### config.mk
export PLATFORM = sky130hd
export DESIGN_NAME = pattern_core_flat
export DESIGN_NICKNAME = d
export VERILOG_FILES = /design/src/rtl/pattern_core_if.sv /design/src/rtl/pattern_core.sv /design/src/flat_wrapper.sv
export SDC_FILE = /design/constraint.sdc
export NUM_CORES = 1
export LEC_CHECK = 0
export BUFFER_PORTS_ARGS = -buffer_cell sky130_fd_sc_hd__buf_2
export CORE_ASPECT_RATIO = 1.4
export CORE_UTILIZATION = 27
export CTS_CLUSTER_DIAMETER = 60
export CTS_CLUSTER_SIZE = 28
export DETAILED_ROUTE_END_ITERATION = 10
export SYNTH_ARGS = -nofsm -noshare
export SYNTH_HDL_FRONTEND = slang
export SYNTH_SLANG_ARGS = --single-unit
export TNS_END_PERCENT = 1
### constraint.sdc
create_clock -name CLK -period 5.9 [get_ports CLK]
set_input_delay 1.77 -clock CLK [delete_from_list [all_inputs] [get_ports CLK]]
set_output_delay 1.77 -clock CLK [all_outputs]
set_load 0.05 [all_outputs]
### src/rtl/pattern_core_if.sv
// Pin-level bundle between the TinyTapeout shell and pattern_core:
// synchronised-later control inputs in, registered pattern and step strobe out.
interface pattern_core_if;
  logic [1:0] MODE;
  logic [2:0] SPEED;
  logic       HOLD;
  logic       O_0;
  logic       O_1;
  logic       O_2;
  logic       O_3;
  logic       TICK;

  modport master (output MODE, SPEED, HOLD, input O_0, O_1, O_2, O_3, TICK);
  modport slave  (input MODE, SPEED, HOLD, output O_0, O_1, O_2, O_3, TICK);
endinterface

### src/rtl/pattern_core.sv
// LED-style 4-bit pattern generator (count, shift, bounce, gray) stepped by a
// power-of-two prescaler, with synchronised MODE/SPEED/HOLD controls.
module pattern_core #(
  parameter int DIV_W       = 8,
  parameter int SYNC_STAGES = 2
) (
  input  logic          CLK,
  input  logic          RST,
  pattern_core_if.slave bus
);

  typedef enum logic [1:0] {
    MODE_COUNT  = 2'd0,
    MODE_SHIFT  = 2'd1,
    MODE_BOUNCE = 2'd2,
    MODE_GRAY   = 2'd3
  } mode_e;

  localparam logic DIR_LEFT  = 1'b0;
  localparam logic DIR_RIGHT = 1'b1;

  logic [5:0]       sync_q [SYNC_STAGES];
  logic [5:0]       sync_d [SYNC_STAGES];
  logic [DIV_W-1:0] div_q, div_d;
  logic [DIV_W-1:0] term;
  logic [3:0]       pat_q, pat_d;
  logic [3:0]       cnt_q, cnt_d;
  logic [3:0]       cnt_inc;
  logic             dir_q, dir_d;
  logic             tick_q, tick_d;
  mode_e            mode_q, mode_d;
  mode_e            mode_s;
  logic [2:0]       speed_s;
  logic             hold_s;
  logic             step;

  // Control pins are packed {HOLD, SPEED, MODE} and moved through the chain together.
  always_comb begin
    sync_d[0] = {bus.HOLD, bus.SPEED, bus.MODE};
    for (int i = 1; i < SYNC_STAGES; i++) begin
      sync_d[i] = sync_q[i-1];
    end
  end

  assign hold_s  = sync_q[SYNC_STAGES-1][5];
  assign speed_s = sync_q[SYNC_STAGES-1][4:2];
  assign mode_s  = mode_e'(sync_q[SYNC_STAGES-1][1:0]);

  // Using >= lets a lowered SPEED fire on the next cycle instead of wrapping DIV.
  always_comb begin
    term  = (DIV_W'(1) << speed_s) - DIV_W'(1);
    step  = 1'b0;
    div_d = div_q;
    if (!hold_s) begin
      step  = (div_q >= term);
      div_d = step ? '0 : div_q + DIV_W'(1);
    end
  end

  always_comb begin
    cnt_inc = cnt_q + 4'd1;
    pat_d   = pat_q;
    dir_d   = dir_q;
    cnt_d   = cnt_q;
    mode_d  = mode_q;
    tick_d  = step;
    if (step) begin
      if (mode_s != mode_q) begin
        mode_d = mode_s;
        case (mode_s)
          MODE_COUNT:  pat_d = 4'b0000;
          MODE_SHIFT:  pat_d = 4'b0001;
          MODE_BOUNCE: begin
            pat_d = 4'b0001;
            dir_d = DIR_LEFT;
          end
          MODE_GRAY: begin
            pat_d = 4'b0000;
            cnt_d = 4'b0000;
          end
          default: pat_d = 4'b0000;
        endcase
      end else begin
        case (mode_q)
          MODE_COUNT: pat_d = pat_q + 4'd1;
          MODE_SHIFT: pat_d = $onehot(pat_q) ? {pat_q[2:0], pat_q[3]} : 4'b0001;
          MODE_BOUNCE: begin
            if (!$onehot(pat_q)) begin
              pat_d = 4'b0001;
              dir_d = DIR_LEFT;
            end else if (dir_q == DIR_LEFT) begin
              pat_d = pat_q << 1;
              if (pat_d == 4'b1000) dir_d = DIR_RIGHT;
            end else begin
              pat_d = pat_q >> 1;
              if (pat_d == 4'b0001) dir_d = DIR_LEFT;
            end
          end
          MODE_GRAY: begin
            cnt_d = cnt_inc;
            pat_d = cnt_inc ^ (cnt_inc >> 1);
          end
          default: pat_d = 4'b0000;
        endcase
      end
    end
  end

  always_ff @(posedge CLK or posedge RST) begin
    if (RST) begin
      for (int i = 0; i < SYNC_STAGES; i++) begin
        sync_q[i] <= '0;
      end
      div_q  <= '0;
      pat_q  <= 4'b0000;
      cnt_q  <= 4'b0000;
      dir_q  <= DIR_LEFT;
      tick_q <= 1'b0;
      mode_q <= MODE_COUNT;
    end else begin
      sync_q <= sync_d;
      div_q  <= div_d;
      pat_q  <= pat_d;
      cnt_q  <= cnt_d;
      dir_q  <= dir_d;
      tick_q <= tick_d;
      mode_q <= mode_d;
    end
  end

  assign bus.O_0  = pat_q[0];
  assign bus.O_1  = pat_q[1];
  assign bus.O_2  = pat_q[2];
  assign bus.O_3  = pat_q[3];
  assign bus.TICK = tick_q;

endmodule

### src/flat_wrapper.sv
// flat-port wrapper written by rule: the top's interface ports become plain ports
module pattern_core_flat 
#(
  parameter int DIV_W       = 8,
  parameter int SYNC_STAGES = 2
)
  (CLK, RST, bus_MODE, bus_SPEED, bus_HOLD, bus_O_0, bus_O_1, bus_O_2, bus_O_3, bus_TICK);
  pattern_core_if bus_i ();
  input  logic CLK;
  input  logic RST;
  input wire logic [$bits(bus_i.MODE)-1:0] bus_MODE;
  input wire logic [$bits(bus_i.SPEED)-1:0] bus_SPEED;
  input wire logic [$bits(bus_i.HOLD)-1:0] bus_HOLD;
  output wire logic [$bits(bus_i.O_0)-1:0] bus_O_0;
  output wire logic [$bits(bus_i.O_1)-1:0] bus_O_1;
  output wire logic [$bits(bus_i.O_2)-1:0] bus_O_2;
  output wire logic [$bits(bus_i.O_3)-1:0] bus_O_3;
  output wire logic [$bits(bus_i.TICK)-1:0] bus_TICK;
  assign bus_i.MODE = bus_MODE;
  assign bus_i.SPEED = bus_SPEED;
  assign bus_i.HOLD = bus_HOLD;
  assign bus_O_0 = bus_i.O_0;
  assign bus_O_1 = bus_i.O_1;
  assign bus_O_2 = bus_i.O_2;
  assign bus_O_3 = bus_i.O_3;
  assign bus_TICK = bus_i.TICK;
  pattern_core #(.DIV_W(DIV_W), .SYNC_STAGES(SYNC_STAGES)) u_core (.CLK(CLK), .RST(RST), .bus(bus_i));
endmodule
==> summary.txt, run 1 <==
Status
  – Outcome: finished clean

Critical path
  – Largest stage delay, worst path: 740 ps
  – Critical R2R Capture: u_core.cnt_q[2]
  – Worst path slowest cell: o32ai_4
  – Crit path cell chain: or3_1, ha_1, nor3_1, a21o_1, a21oi_1, ha_1, nand4_1, o32ai_4, o21ai_2, a221o_1
  – FF-to-FF setup slack: 2530 ps
  – CP Launch Type: register
  – Worst r2r src: u_core.speed_s[1]
  – Most used cell, CP: ha_1
  – Worst Setup End Kind: register
  – WP data arrival: 3540 ps
  – CP required: 6070 ps
  – Crit Path Category: reg2reg
  – R2R depth: 10
  – Maximum fanout along the worst path: 19

Finish
  – Final cell count without fillers: 299
  – Share of cells above drive strength 1: 16.7%
  – Post-route cell area: 2220 µm²
  – Commonest cells after routing, fill and taps aside: dfrtp_1 (32), ha_1 (17), nand2_1 (15)
  – ANT cells: 0
  – Layout area overhead: 14.1%
  – Final net count: 229
  – Commonest non-fill, non-tap cell in the layout: dfrtp_1

Clock tree
  – Clock transition at path regs: 70 ps
  – Maximum root-to-sink buffer count: 2
  – Post-CTS Setup Repair Bufs: 0
  – CTS tree: done
  – H-tree depth: 2
  – CTS Hold Bufs: 0
  – TritonCTS buffer count: 5
  – Clock Latency Late Sink: 290 ps
  – Post-CTS sizing: 0
  – CTS Sinks: 32
  – Clk root buf: clkbuf_8

Detailed routing
  – Total Wirelength: 3.68 mm
  – WL/cell: 12.3 µm
  – Vias: 1459
  – Pre-antenna DRT Iters: 4
  – Antenna viol nets, final: 0
  – Detailed Route Iter0 Violations: 21
  – DRC: 0
  – Drt via density: 4.88

GRT
  – Global routing's busiest layer: met2
  – Largest net degree at the start of global routing: 23
  – Met3 GRT Util: 1.78%
  – GR Util met1: 14.0%
  – Initial antenna violation count: 0
  – Grt total ovfl: 0
  – Grt met2 use: 18.3%
  – Global-route wire length before repair: 6.54 mm
  – Vias in the first global route: 1418
  – Total Routing Usage GR: 11.3%

Die
  – Die Span Y: 102 µm
  – Die width: 73.8 µm
  – I/O Pins: 13
  – Starting Density: 27.9%
  – Core footprint: 6980 µm²
  – DIE AREA: 7560 µm²
  – Cell row count: 36

Placed design
  – Port bufs: 12
  – Placed cell count: 291
  – Area of placed instances: 2110 µm²
  – Detailed placer's ending HPWL: 2.70 mm
  – GP Congestion: 0.778

Logic synthesis
  – Synth Net Count: 214
  – Yosys top cell area share: 41.1%
  – Sequential share of the synthesized area: 41.1%
  – Mux contribution to synthesized area: 3.41%
  – Post-synthesis simple-gate area fraction: 14.7%
  – Combinational family with the most area after synthesis: compound AO/OA/AOI/OAI gates
  – Cell taking the most area after synthesis: dfrtp_1
  – Synth Register Bits: 32
  – Area contributors post-synth: dfrtp_1 (41%), ha_1 (11%), xnor2_1 (3.1%)
  – Most used DFF post-synth: dfrtp_1
  – Synth Area in Compound Gates: 19.8%
  – Synth Area in Adders: 12.0%
  – YS warnings: 0
  – Syn avg cell area: 10.4 µm²
  – Synth Instances: 188
  – Post-synthesis async set-or-reset flop share: 100%
  – Post-synth EDFFs: 0
  – Mapped cell area: 1950 µm²
  – Xor/xnor share of the synthesized area: 5.85%
  – Synth cell types: 48

STA
  – Final clock skew: 10.8 ps
  – Final setup violation count: 0
  – Final hold slack: 351 ps
  – RSZ-0062 raised after global routing: false
  – Setup TNS: 0 ps
  – Min cycle time layout: 3370 ps
  – Max Clock Freq: 297 MHz
  – Final Cycle Share: 57.0%
  – Slew HR: 39.3%
  – Max-slew violations: 0
  – Final Hold Vio Count: 0
  – Worst-margin pin slew: 902 ps

Job
  – Max-cap violation count: 0

Pwr
  – Power Dens Cells: 527 nW/µm²
  – Worst VDD drop: 0.314 mV
  – Static leakage: 0.969 nW

Min path
  – Hold Path Sink: u_core.speed_s[2]
  – Hold Path Stages: 0
  – HP Class: reg2reg
  – Hold path start: u_core.sync_d[4]
stage by stage:
stage | util [%] | power, W | setup WS, ps
floorplan | - | 0.000844 | 2940
global placement | 30.2 | 0.000954 | 2630
detailed placement | 30.2 | 0.000961 | 2520
CTS | 31.8 | 0.00118 | 2510
global route | 31.8 | 0.00126 | 2270
finish | 31.8 | 0.00117 | 2530
synthesized netlist by cell type (5+ instances only):
master	n
o21ai_0	5
nor3_1	6
nand3_1	7
nor2_1	12
a21oi_1	9
a31oi_1	5
nand2_1	15
xor2_1	6
dfrtp_1	32
inv_1	9
ha_1	17
xnor2_1	7
power breakdown:
part	internal, W	switching (W)
Clock	0.000125	0.0000860
Combinational	0.000263	0.000307
Sequential	0.000278	0.000111
how the worst max path moves through the flow:
stage	cells after the start	slack, ps	to	start
finish	10	2530	u_core.cnt_q[2]	u_core.speed_s[1]
global route	10	2270	u_core.cnt_q[2]	u_core.speed_s[1]
global placement	10	2630	u_core.cnt_q[2]	u_core.speed_s[1]
detailed placement	10	2520	u_core.cnt_q[2]	u_core.speed_s[1]
floorplan	9	2940	u_core.pat_q[0]	u_core.pat_q[1]
CTS	10	2510	u_core.cnt_q[2]	u_core.speed_s[1]
logic make-up after synthesis:
kind of cell               after synthesis
muxes                                    5
xor gates and xnor gates                13
buffers and inverters                   14
DFF                                     32
adders and majority gates               18
AOI/OAI and AO/OA                       49
other                                    1
and+or+nand+nor                         56
area by class of cell:
cell class                 count  area, µm²
sequential                    32        801
inverter                       9       33.8
fill                         713       4760
tap                           95        119
clock inverter                 3       42.5
timing repair buffer          13       67.6
clock buffer                   5       68.8
multi-input combinational    142       1090
registers in the layout, summed over array words and instances (netlist names):
signal	count
u_core.speed_s	3
u_core.pat_q	4
u_core.mode_s	2
u_core.div_q	8
u_core.dir_q	1
u_core.sync_d	6
u_core.hold_s	1
u_core.cnt_q	4
u_core.mode_q	2
u_core.bus.TICK	1
critical path: cells and delay by family (launching register included):
kind / cells / cell delay [ps]
flops: 1 / 420
compound gates: 5 / 1480
fa+ha+maj: 2 / 590
simple gates: 3 / 760
per-layer routing:
| metal | wire (µm) | vias up |
|---|---|---|
| met5 | 0 | - |
| met4 | 104 | 0 |
| met3 | 102 | 9 |
| met2 | 1770 | 25 |
| met1 | 1710 | 713 |
| li1 | - | 712 |
No activity file was read; power rests on OpenSTA's default activity.
==> run 2, diff against run 1 <==
- clock period: 5.9 -> 3.4 ns (I/O delays scaled with it)
==> summary.txt, run 2 (synthesized netlist as in run 1, its figures left out) <==
Min path
  – HP Class: reg2reg
  – Hold path start: u_core.sync_d[4]

Job
  – Max-cap violation count: 0

Clock tree
  – Clock transition at path regs: 70 ps
  – CTS Hold Bufs: 0
  – TritonCTS buffer count: 5
  – H-tree depth: 2
  – Maximum root-to-sink buffer count: 2
  – Clk root buf: clkbuf_8
  – Post-CTS Setup Repair Bufs: 0
  – CTS Sinks: 32
  – Post-CTS sizing: 0
  – CTS tree: done
  – Clock Latency Late Sink: 280 ps

STA
  – Final Hold Vio Count: 0
  – RSZ-0062 raised after global routing: false
  – Final Cycle Share: 88.4%
  – Final setup violation count: 0
  – Max Clock Freq: 333 MHz
  – Final clock skew: 8.67 ps
  – Setup TNS: 0 ps
  – Max-slew violations: 0
  – Min cycle time layout: 3010 ps

Die
  – I/O Pins: 13
  – Die width: 73.8 µm
  – DIE AREA: 7560 µm²
  – Core footprint: 6980 µm²
  – Die Span Y: 102 µm
  – Cell row count: 36
  – Starting Density: 27.9%

Detailed routing
  – DRC: 0
  – Pre-antenna DRT Iters: 4
  – Antenna viol nets, final: 0
  – Total Wirelength: 3.69 mm
  – WL/cell: 12.2 µm
  – Vias: 1418
  – Drt via density: 4.71
  – Detailed Route Iter0 Violations: 47

Finish
  – ANT cells: 0
  – Post-route cell area: 2230 µm²
  – Final net count: 231
  – Largest Register: u_core.div_q
  – Layout area overhead: 14.7%
  – Filler cells: 729
  – Commonest cells after routing, fill and taps aside: dfrtp_1 (32), ha_1 (17), nand2_1 (15)
  – Share of cells above drive strength 1: 17.0%
  – Commonest non-fill, non-tap cell in the layout: dfrtp_1
  – Final cell count without fillers: 301
  – Largest register FFs: 8

Status
  – Outcome: finished clean

Critical path
  – Worst path slowest cell: dfrtp_1
  – Largest stage delay, worst path: 430 ps
  – Crit path cell chain: or3_1, ha_1, nor3_1, a21o_1, a21oi_1, ha_1, nand4_1, o32ai_4, buf_4, a41oi_1, o2bb2ai_1
  – CP Launch Type: register
  – CP required: 3600 ps
  – WP data arrival: 3210 ps
  – Critical path origin: u_core.speed_s[1]
  – Crit Path Category: reg2reg
  – Maximum fanout along the worst path: 15
  – Most used cell, CP: ha_1
  – Worst Setup End Kind: register
  – Worst r2r src: u_core.speed_s[1]

Pwr
  – Design Power: 0.00204 W
  – Worst VDD drop: 0.589 mV
  – Static leakage: 0.981 nW
  – Power Dens Cells: 913 nW/µm²

Placed design
  – Port bufs: 12
  – Detailed placer's ending HPWL: 2.72 mm
  – Area of placed instances: 2120 µm²
  – GP Congestion: 0.780
  – Placed cell count: 293

GRT
  – Initial antenna violation count: 0
  – Vias in the first global route: 1438
  – Largest net degree at the start of global routing: 33
  – Total Routing Usage GR: 11.5%
  – Grt total ovfl: 0
  – Global-route wire length before repair: 6.66 mm
-- run 2: changes by cell type in the layout (fill, tap and decap cells not counted) --
| cell | before | now |
|---|---|---|
| buf_4 | 1 | 3 |
| clkbuf_1 | 0 | 1 |
| clkinvlp_4 | 1 | 0 |
-- run 2: area by class of cell --
| class | instances | area [µm²] | share of cell area (%) |
|---|---|---|---|
| clock buffers | 6 | 72.6 | 3.25 |
| clock inverters | 2 | 35.0 | 1.57 |
| inverters | 9 | 33.8 | 1.51 |
| multi-input cells | 142 | 1090 | 48.8 |
| flip-flops and latches | 32 | 801 | 35.9 |
| well taps | 95 | 119 | 5.33 |
| repair buffers | 15 | 82.6 | 3.70 |
-- run 2: per-stage QoR --
step	hold WS [ps]	util (%)	setup WS [ps]
6_report	349	32.0	394
5_1_grt	357	32.0	94.0
4_1_cts	351	32.0	374
3_5_place_dp	335	30.4	404
3_3_place_gp	335	30.4	493
2_1_floorplan	331	-	442
-- run 2: final timing paths --
path / end / depth (start not counted) / slack [ps]
worst min-delay path: u_core.speed_s[2] / 0 / 350
worst max-delay path: u_core.cnt_q[1] / 11 / 390
max in group asynchronous: u_core.bus.TICK / 3 / 2290
worst max register to register: u_core.cnt_q[1] / 11 / 390
worst min register to register: u_core.speed_s[2] / 0 / 350
min in group asynchronous: u_core.speed_s[2] / 3 / 810
-- run 2: critical path: cells and delay by family (launching register included) --
kind                       cells  cell delay [ps]
AOI/OAI and AO/OA              5              890
adders and majority gates      2              590
buffers and inverters          1              280
DFF                            1              430
and+or+nand+nor                3              750
-- run 2: power breakdown --
| part | switching [W] | internal (W) |
|---|---|---|
| logic | 0.000536 | 0.000468 |
| registers | 0.000197 | 0.000482 |
| clock network | 0.000138 | 0.000217 |
-- run 2: routing by layer --
| metal | track usage (%) | up-vias | wire, µm |
|---|---|---|---|
| met5 | 0 | - | 0 |
| met4 | 5.18 | 0 | 52 |
| met3 | 2.07 | 6 | 66 |
| met2 | 20.1 | 13 | 1890 |
| met1 | 13.6 | 682 | 1680 |
| li1 | - | 717 | - |
==> run 3, diff against run 2 <==
- PLACE_DENSITY: unset -> 0.5
==> summary.txt, run 3 (synthesized netlist as in run 1, its figures left out) <==
Status
  – Outcome: finished clean

Detailed routing
  – Vias: 1440
  – Top Metal Used: met4
  – Pre-antenna DRT Iters: 5
  – Total Wirelength: 3.77 mm
  – DRT met1 WL: 1.60 mm
  – Antenna viol nets, final: 0
  – Met2 WL: 1.95 mm
  – WL/cell: 12.5 µm
  – Drt via density: 4.78
  – Routed wl met3: 109 µm
  – Detailed Route Iter0 Violations: 100
  – DRC: 0

Finish
  – Layout area overhead: 14.7%
  – Commonest cells after routing, fill and taps aside: dfrtp_1 (32), ha_1 (17), nand2_1 (15)
  – ANT cells: 0
  – Filler cells: 712
  – Largest register FFs: 8
  – Largest Register: u_core.div_q
  – Commonest non-fill, non-tap cell in the layout: dfrtp_1
  – Util after Layout: 32.0%
  – FF/Latch Area: 801 µm²
  – Footprint of the multi-input gates: 1090 µm²
  – Final net count: 231
  – Share of cells above drive strength 1: 17.0%

STA
  – Final setup violation count: 0
  – RSZ-0062 raised after global routing: false
  – Setup TNS: 0 ps
  – Max-slew violations: 0
  – Final Hold Vio Count: 0
  – Slack of the critical path: 423 ps
  – Final clock skew: 9.65 ps
  – Min cycle time layout: 2980 ps
  – Final Cycle Share: 87.6%
  – Final hold slack: 348 ps
  – Max Clock Freq: 336 MHz

Job
  – Max-cap violation count: 0

Clock tree
  – CTS tree: done
  – Clock transition at path regs: 70 ps
  – Post-CTS sizing: 0
  – Post-CTS Setup Repair Bufs: 0
  – Clk root buf: clkbuf_8
  – H-tree depth: 2
  – TritonCTS buffer count: 5
  – CTS Sinks: 32
  – CTS Hold Bufs: 0
  – Maximum root-to-sink buffer count: 2
  – Clock Latency Late Sink: 280 ps

Placed design
  – Placement Setup Slack: 412 ps
  – Detailed placer's ending HPWL: 2.80 mm
  – Port bufs: 12
  – GP Congestion: 0.778

Critical path
  – WP data arrival: 3160 ps
  – Maximum fanout along the worst path: 14
  – R2R depth: 11
  – Crit Path Category: reg2reg
  – Worst Setup End Kind: register
  – CP Launch Type: register
  – Worst r2r src: u_core.speed_s[1]
  – FF-to-FF setup slack: 420 ps
  – Critical R2R Capture: u_core.pat_q[1]
  – CP required: 3580 ps

GRT
  – Global-route wire length before repair: 6.64 mm
  – Total Routing Usage GR: 11.7%
  – Grt total ovfl: 0
  – Largest net degree at the start of global routing: 33
  – Initial antenna violation count: 0
  – Vias in the first global route: 1386

Pwr
  – Power Dens Cells: 920 nW/µm²
  – Design Power: 0.00205 W
  – Static leakage: 0.981 nW
  – Worst VDD drop: 0.253 mV

Die
  – Core footprint: 6980 µm²
  – DIE AREA: 7560 µm²
  – I/O Pins: 13
  – Starting Density: 27.9%
  – Die Span Y: 102 µm
  – Cell row count: 36
  – Die width: 73.8 µm

Min path
  – Hold Path Sink: u_core.mode_s[1]
  – Hold path start: u_core.sync_d[1]
  – Hold Path Stages: 0
  – HP Class: reg2reg
## run 3: worst max-delay path, cell delays in order, from the launching register on
cell     delay, ps
dfrtp_1        430
or3_1          420
ha_1           290
xor2_1         160
nor2_1         110
a21oi_1         50
ha_1           300
nand4_1        160
o32ai_4        440
buf_4          270
nor2_1          50
a31o_2         200
## run 3: final cells by class
class                   instances  share of cell area (%)
clock buffers                   6                    3.25
clock inverters                 2                    1.57
inverters                       9                    1.51
multi-input cells             142                    48.8
flip-flops and latches         32                    35.9
well taps                      95                    5.33
repair buffers                 15                    3.70
## run 3: layer usage
metal | GRT usage, % | vias to the layer above
li1 | - | 716
met1 | 13.0 | 694
met2 | 20.5 | 22
met4 | 6.21 | 0
met5 | 0 | -
met3 | 2.86 | 8
## run 3: power breakdown
group / internal (W) / switching, W / leakage (nW) / total [W]
clock network: 0.000217 / 0.000140 / 0.0552 / 0.000358
registers: 0.000482 / 0.000198 / 0.389 / 0.000680
logic: 0.000467 / 0.000550 / 0.537 / 0.00102
total: 0.00117 / 0.000888 / 0.981 / 0.00205
## run 3: worst max-delay path by stage
stage	start	endpoint	slack (ps)	depth (start not counted)
6_report	u_core.speed_s[1]	u_core.pat_q[1]	420	11
3_5_place_dp	u_core.speed_s[1]	u_core.pat_q[1]	410	11
2_1_floorplan	u_core.pat_q[1]	u_core.pat_q[0]	440	9
4_1_cts	u_core.speed_s[1]	u_core.pat_q[1]	400	11
5_1_grt	u_core.speed_s[1]	u_core.pat_q[1]	230	11
3_3_place_gp	u_core.speed_s[1]	u_core.pat_q[1]	450	11
## run 3: per-stage QoR
| step | cells | area [µm²] |
|---|---|---|
| final | 301 | 2230 |
| after global routing | 301 | 2230 |
| after CTS | 301 | 2230 |
| after detailed placement | 293 | 2120 |
| after global placement | 293 | 2120 |
| after floorplan | 188 | 1950 |
